**src/rtl/serial_adder_if.sv**
```systemverilog
// Handshake and result bundle for the bit-serial adder/subtractor.
// The master side issues operations; the slave side (the adder) returns results.
interface serial_adder_if #(
    parameter int unsigned WIDTH = 8
);
    logic             start;
    logic [WIDTH-1:0] a;
    logic [WIDTH-1:0] b;
    logic             sub;
    logic             ready;
    logic             done;
    logic [WIDTH-1:0] sum;
    logic             co;
    logic             ovf;

    modport master (
        output start, a, b, sub,
        input  ready, done, sum, co, ovf
    );

    modport slave (
        input  start, a, b, sub,
        output ready, done, sum, co, ovf
    );
endinterface

```
**src/rtl/serial_adder.sv**
```systemverilog
// Bit-serial adder/subtractor: one full-adder cell with a registered carry
// processes the operands LSB-first, one bit per clock. Results are published
// only when the last bit completes, together with a one-cycle done pulse.
module serial_adder #(
    parameter int unsigned WIDTH = 8
) (
    input logic           clk,
    input logic           rst,
    serial_adder_if.slave bus
);

    localparam int unsigned CntW = (WIDTH > 1) ? $clog2(WIDTH) : 1;
    localparam logic [CntW-1:0] LastCnt = CntW'(WIDTH - 1);

    typedef enum logic [1:0] {
        StIdle,
        StRun,
        StDone
    } state_e;

    state_e state_q, state_d;

    // Operand shift registers; B is stored pre-inverted for subtraction.
    logic [WIDTH-1:0] sa_q, sa_d;
    logic [WIDTH-1:0] sb_q, sb_d;
    // Holds the first WIDTH-1 result bits; the final bit joins on completion.
    logic [WIDTH-2:0] res_q, res_d;
    logic             c_q, c_d;
    logic [CntW-1:0]  cnt_q, cnt_d;

    // Published result registers, written only on completion.
    logic [WIDTH-1:0] sum_q, sum_d;
    logic             co_q, co_d;
    logic             ovf_q, ovf_d;

    // Full-adder cell outputs for the current bit position.
    logic s_bit;
    logic c_next;
    logic last_bit;

    // Single full-adder cell acting on the LSBs of the operand registers.
    always_comb begin
        s_bit    = sa_q[0] ^ sb_q[0] ^ c_q;
        c_next   = (sa_q[0] & sb_q[0]) | (sa_q[0] & c_q) | (sb_q[0] & c_q);
        last_bit = (cnt_q == LastCnt);
    end

    // Next-state logic: accept in IDLE, shift one bit per RUN cycle, publish on the last bit.
    always_comb begin
        state_d = state_q;
        sa_d    = sa_q;
        sb_d    = sb_q;
        res_d   = res_q;
        c_d     = c_q;
        cnt_d   = cnt_q;
        sum_d   = sum_q;
        co_d    = co_q;
        ovf_d   = ovf_q;

        unique case (state_q)
            StIdle: begin
                if (bus.start) begin
                    sa_d    = bus.a;
                    // A - B is computed as A + ~B + 1; the +1 enters as the initial carry.
                    sb_d    = bus.sub ? ~bus.b : bus.b;
                    c_d     = bus.sub;
                    cnt_d   = '0;
                    res_d   = '0;
                    state_d = StRun;
                end
            end

            StRun: begin
                res_d          = res_q >> 1;
                res_d[WIDTH-2] = s_bit;
                sa_d           = sa_q >> 1;
                sb_d           = sb_q >> 1;
                c_d            = c_next;
                if (last_bit) begin
                    // Hold the counter so it never wraps past WIDTH-1.
                    cnt_d   = cnt_q;
                    sum_d   = {s_bit, res_q};
                    co_d    = c_next;
                    // c_q here is the carry into the MSB.
                    ovf_d   = c_q ^ c_next;
                    state_d = StDone;
                end else begin
                    cnt_d = cnt_q + 1'b1;
                end
            end

            StDone: begin
                state_d = StIdle;
            end

            default: begin
                state_d = StIdle;
            end
        endcase
    end

    // State and datapath registers with asynchronous clear.
    always_ff @(posedge clk or posedge rst) begin
        if (rst) begin
            state_q <= StIdle;
            sa_q    <= '0;
            sb_q    <= '0;
            res_q   <= '0;
            c_q     <= 1'b0;
            cnt_q   <= '0;
            sum_q   <= '0;
            co_q    <= 1'b0;
            ovf_q   <= 1'b0;
        end else begin
            state_q <= state_d;
            sa_q    <= sa_d;
            sb_q    <= sb_d;
            res_q   <= res_d;
            c_q     <= c_d;
            cnt_q   <= cnt_d;
            sum_q   <= sum_d;
            co_q    <= co_d;
            ovf_q   <= ovf_d;
        end
    end

    // Outputs come straight from registers; start has no path to them.
    always_comb begin
        bus.ready = (state_q == StIdle);
        bus.done  = (state_q == StDone);
        bus.sum   = sum_q;
        bus.co    = co_q;
        bus.ovf   = ovf_q;
    end

endmodule
```
**src/flat_wrapper.sv**
```systemverilog
// flat-port wrapper written by rule: the top's interface ports become plain ports
module serial_adder_flat 
#(
    parameter int unsigned WIDTH = 8
)
  (clk, rst, bus_start, bus_a, bus_b, bus_sub, bus_ready, bus_done, bus_sum, bus_co, bus_ovf);
  serial_adder_if #(.WIDTH(WIDTH)) bus_i ();
  input logic clk;
  input logic rst;
  input wire logic [$bits(bus_i.start)-1:0] bus_start;
  input wire logic [$bits(bus_i.a)-1:0] bus_a;
  input wire logic [$bits(bus_i.b)-1:0] bus_b;
  input wire logic [$bits(bus_i.sub)-1:0] bus_sub;
  output wire logic [$bits(bus_i.ready)-1:0] bus_ready;
  output wire logic [$bits(bus_i.done)-1:0] bus_done;
  output wire logic [$bits(bus_i.sum)-1:0] bus_sum;
  output wire logic [$bits(bus_i.co)-1:0] bus_co;
  output wire logic [$bits(bus_i.ovf)-1:0] bus_ovf;
  assign bus_i.start = bus_start;
  assign bus_i.a = bus_a;
  assign bus_i.b = bus_b;
  assign bus_i.sub = bus_sub;
  assign bus_ready = bus_i.ready;
  assign bus_done = bus_i.done;
  assign bus_sum = bus_i.sum;
  assign bus_co = bus_i.co;
  assign bus_ovf = bus_i.ovf;
  serial_adder #(.WIDTH(WIDTH)) u_core (.clk(clk), .rst(rst), .bus(bus_i));
endmodule
```
**config.mk**
```make
export PLATFORM = sky130hd
export DESIGN_NAME = serial_adder_flat
export DESIGN_NICKNAME = d
export VERILOG_FILES = /design/src/rtl/serial_adder_if.sv /design/src/rtl/serial_adder.sv /design/src/flat_wrapper.sv
export SDC_FILE = /design/constraint.sdc
export NUM_CORES = 1
export LEC_CHECK = 0
export CAP_MARGIN = 10
export CELL_PAD_IN_SITES_DETAIL_PLACEMENT = 1
export CELL_PAD_IN_SITES_GLOBAL_PLACEMENT = 1
export CORE_MARGIN = 2
export CORE_UTILIZATION = 45
export CTS_CLUSTER_DIAMETER = 150
export DETAILED_ROUTE_END_ITERATION = 6
export PLACE_DENSITY = 0.84
export SYNTH_ARGS = -nofsm -noshare
export SYNTH_HDL_FRONTEND = slang
export SYNTH_SLANG_ARGS = --single-unit
```
**constraint.sdc**
```tcl
create_clock -name clk -period 3.1 [get_ports clk]
set_clock_uncertainty 0.15 [all_clocks]
set_input_delay 0.93 -clock clk [delete_from_list [all_inputs] [get_ports clk]]
set_output_delay 0.93 -clock clk [all_outputs]
set_load 0.1 [all_outputs]
```
==> run_results.csv <==
group,metric,value,unit
yosys,yosysMostFrequentCell,"dfrtp_1",
cts,cts_setup_buffers,0,
finish,area_growth,23.6,%
global_routing,grt_max_degree,40,
run_status,status,"complete, no violations",
global_routing,grt_overflow_total,0,
sta,slew_violations,0,
finish,drive_gt1_share,21.8,%
yosys,avgSynthCellArea,13.1,um^2
yosys,yosysSeqAreaShare,53.8,%
sta,tightest_slew,0.665,ns
yosys,yosysWarningCount,0,
route,routed_wl,3850,um
pwr,seqPwrFrac,35.1,%
route,first_pass_iters,4,
finish,final_nets,192,
cts,htreeDepth,2,
sta,whs,0.345,ns
pwr,comb_power_share,47.5,%
yosys,ys_ff_latch,39,
sta,setup_viol,0,
sta,maxSlewHeadroom,55.6,%
yosys,async_reset_ff_share,100,%
placed_design,dp.final_hpwl,2620,um
route,avgViaCountPerCell,5.44,
yosys,yosys.area.top_type,"dfrtp_1",
setup_path,cp.arrival,1.42,ns
yosys,synth_commonest_cells,"39 x dfrtp_1, 13 x a22o_1, 9 x nand2_1",
route,ant_nets,0,
yosys,synth_cells,139,
floorplanning,die_area,0.00456,mm^2
pwr,p_leak,1.08,nW
worst_hold_path,hp-class,"reg2reg",
setup_path,critPathLaunchType,"flip-flop",
sta,finalCritPeriodShare,80.6,%
sta,rsz0062_at_grt,"false",
setup_path,critPathCaptureType,"primary output",
floorplanning,num_rows,23,
cts,cts.path.max_buffers,2,
floorplanning,die_h,67.5,um
sta,final-hold-violation-count,0,
pwr,pwr-share-clk,17.4,%
cts,path_clk_slew,0.07,ns
pwr,ir_drop,629,uV
finish,final_util,56.9,%
cts,cts_tree,"done",
yosys,synth_top_cells_by_area,"dfrtp_1 54%, a22o_1 6.3%, mux2_4 5.8%",
yosys,ys.flop_type,"dfrtp_1",
route,via_count,1197,
finish,fill_cells,385,
sta,fin_ws,0.603,ns
cts,root_buffer,"clkbuf_8",
yosys,synthesis.area,0.00182,mm^2
pwr,power_switching,0.00110,W
finish,antenna_cells,0,
placed_design,dp_cells,212,
setup_path,path_class,"reg2out",
cts,cts_made_buffers,5,
floorplanning,io_pins,32,
floorplanning,coreArea,0.00394,mm^2
placed_design,dp_slack,0.453,ns
global_routing,grt_pass1_vias,1298,
sta,clock.fmax,0.400,GHz
sta,layout_min_cycle_time,2.50,ns
global_routing,grt_first_pass_wirelength,6420,um
route,routedWlPerCell,17.5,um
run,drv_cap,0,
yosys,synth_top_area_share,53.8,%
placed_design,port_buffers,31,
route,drt_iter0_drc,43,
sta,fin_setup_tns,0,ns
route,drc_errors,0,
placed_design,place_congestion,0.762,
finish,final_cells,220,
cts,ctsHoldBuffers,0,
cts,ctsResizeCount,0,
floorplanning,start_util,46.0,%
pwr,p_sw_share,43.7,%
floorplanning,die_w,67.5,um
setup_path,path_max_fanout,15,
setup_path,cp.required,2.02,ns
yosys,syn_nets,162,
cts,clock-sinks,39,
yosys,synth-edff-count,0,
pwr,p_per_area,1120,mW/mm^2
yosys,synth_cell_type_count,28,
global_routing,grt_antenna_before_repair,0,
cts,clkLatencyLatePin,0.29,ns
global_routing,track_usage,19.3,%
pwr,p_int,0.00141,W
## through the flow
step	cell area [um^2]	power, W
after global placement	2130	0.00202
after global routing	2240	0.00265
after floorplan	1820	0.00182
after detailed placement	2130	0.00208
final	2240	0.00251
after CTS	2240	0.00253
## cells by family (layout without fill, tap and decap cells)
family | count (synthesis) | count (layout) | synth area share (%)
buffers and inverters | 13 | 44 | 4.89
xor gates and xnor gates | 9 | 9 | 4.34
AOI/OAI and AO/OA | 40 | 40 | 17.8
adders and majority gates | 3 | 3 | 2.48
muxes | 10 | 10 | 7.65
DFF | 39 | 39 | 53.8
and+or+nand+nor | 25 | 25 | 9.10
## worst max-delay path: stages, from the launching register on
cell,delay [ns]
dfrtp_1,0.59
nor2_1,0.32
buf_12,0.22
## final timing paths
check | start | to | slack (ns) | cells after the start
worst min-delay path | u_core.sa_q[1] | u_core.sa_q[1] | 0.35 | 2
worst min register to register | u_core.sa_q[1] | u_core.sa_q[1] | 0.35 | 2
worst max register to register | u_core.state_q[0] | u_core.bus.sum[3] | 1.24 | 3
min in group asynchronous | rst | u_core.bus.sum[5] | 0.90 | 3
max in group asynchronous | rst | u_core.res_q[1] | 1.56 | 3
worst max-delay path | u_core.state_q[0] | bus_ready | 0.60 | 2
## flip-flops by register name, summed over array words and instances, names as in the netlist
signal and flops:
u_core.c_q 1, u_core.sb_q 8, u_core.sa_q 8, u_core.state_q 2, u_core.res_q 7, u_core.bus.co 1
u_core.cnt_q 3, u_core.bus.ovf 1, u_core.bus.sum 8
## routing by layer
layer,global-route usage [%],part of all wire (%)
met4,8.93,1.6
met5,0,0
met1,24.0,44
met2,31.9,50
met3,4.50,4.4
## power by group through the flow
stage | registers, W | logic (W) | clock network (W)
after floorplan | 0.00122 | 0.000603 | 0
after global placement | 0.000871 | 0.00115 | 0
after detailed placement | 0.000888 | 0.00120 | 0
after CTS | 0.000879 | 0.00120 | 0.000452
after global routing | 0.000911 | 0.00127 | 0.000472
final | 0.000879 | 0.00119 | 0.000437
## layout make-up
cell class                 instances  area, um^2  area share [%]
clock buffer                       6        82.6            3.68
multi-input combinational         87         753            33.6
tap                               50        62.6            2.79
clock inverter                     2        35.0            1.56
timing repair buffer              34         328            14.6
inverter                           2        7.51           0.334
sequential                        39         976            43.5
## cell usage in the layout, fill, tap and decap left out
master,Yosys,layout
a21oi_1,1,1
a221o_1,7,7
a22o_1,13,13
a22oi_1,8,8
a32o_1,1,1
and3b_1,7,7
buf_12,0,2
buf_4,1,13
bufinv_16,0,1
clkbuf_8,0,6
clkdlybuf4s50_1,0,19
clkinv_2,0,1
dfrtp_1,39,39
fa_1,1,1
ha_1,2,2
inv_1,2,2
mux2_2,3,3
mux2_4,7,7
nand2_1,9,9
nand2b_1,2,2
nand3b_4,1,1
nor2_1,2,2
nor2_4,1,1
nor2b_1,3,2
nor2b_2,0,1
o21ai_0,1,1
o21ai_1,8,8
o21bai_4,1,1
xnor2_1,1,1
xor2_1,8,8
No activity file was read; power rests on OpenSTA's default activity.
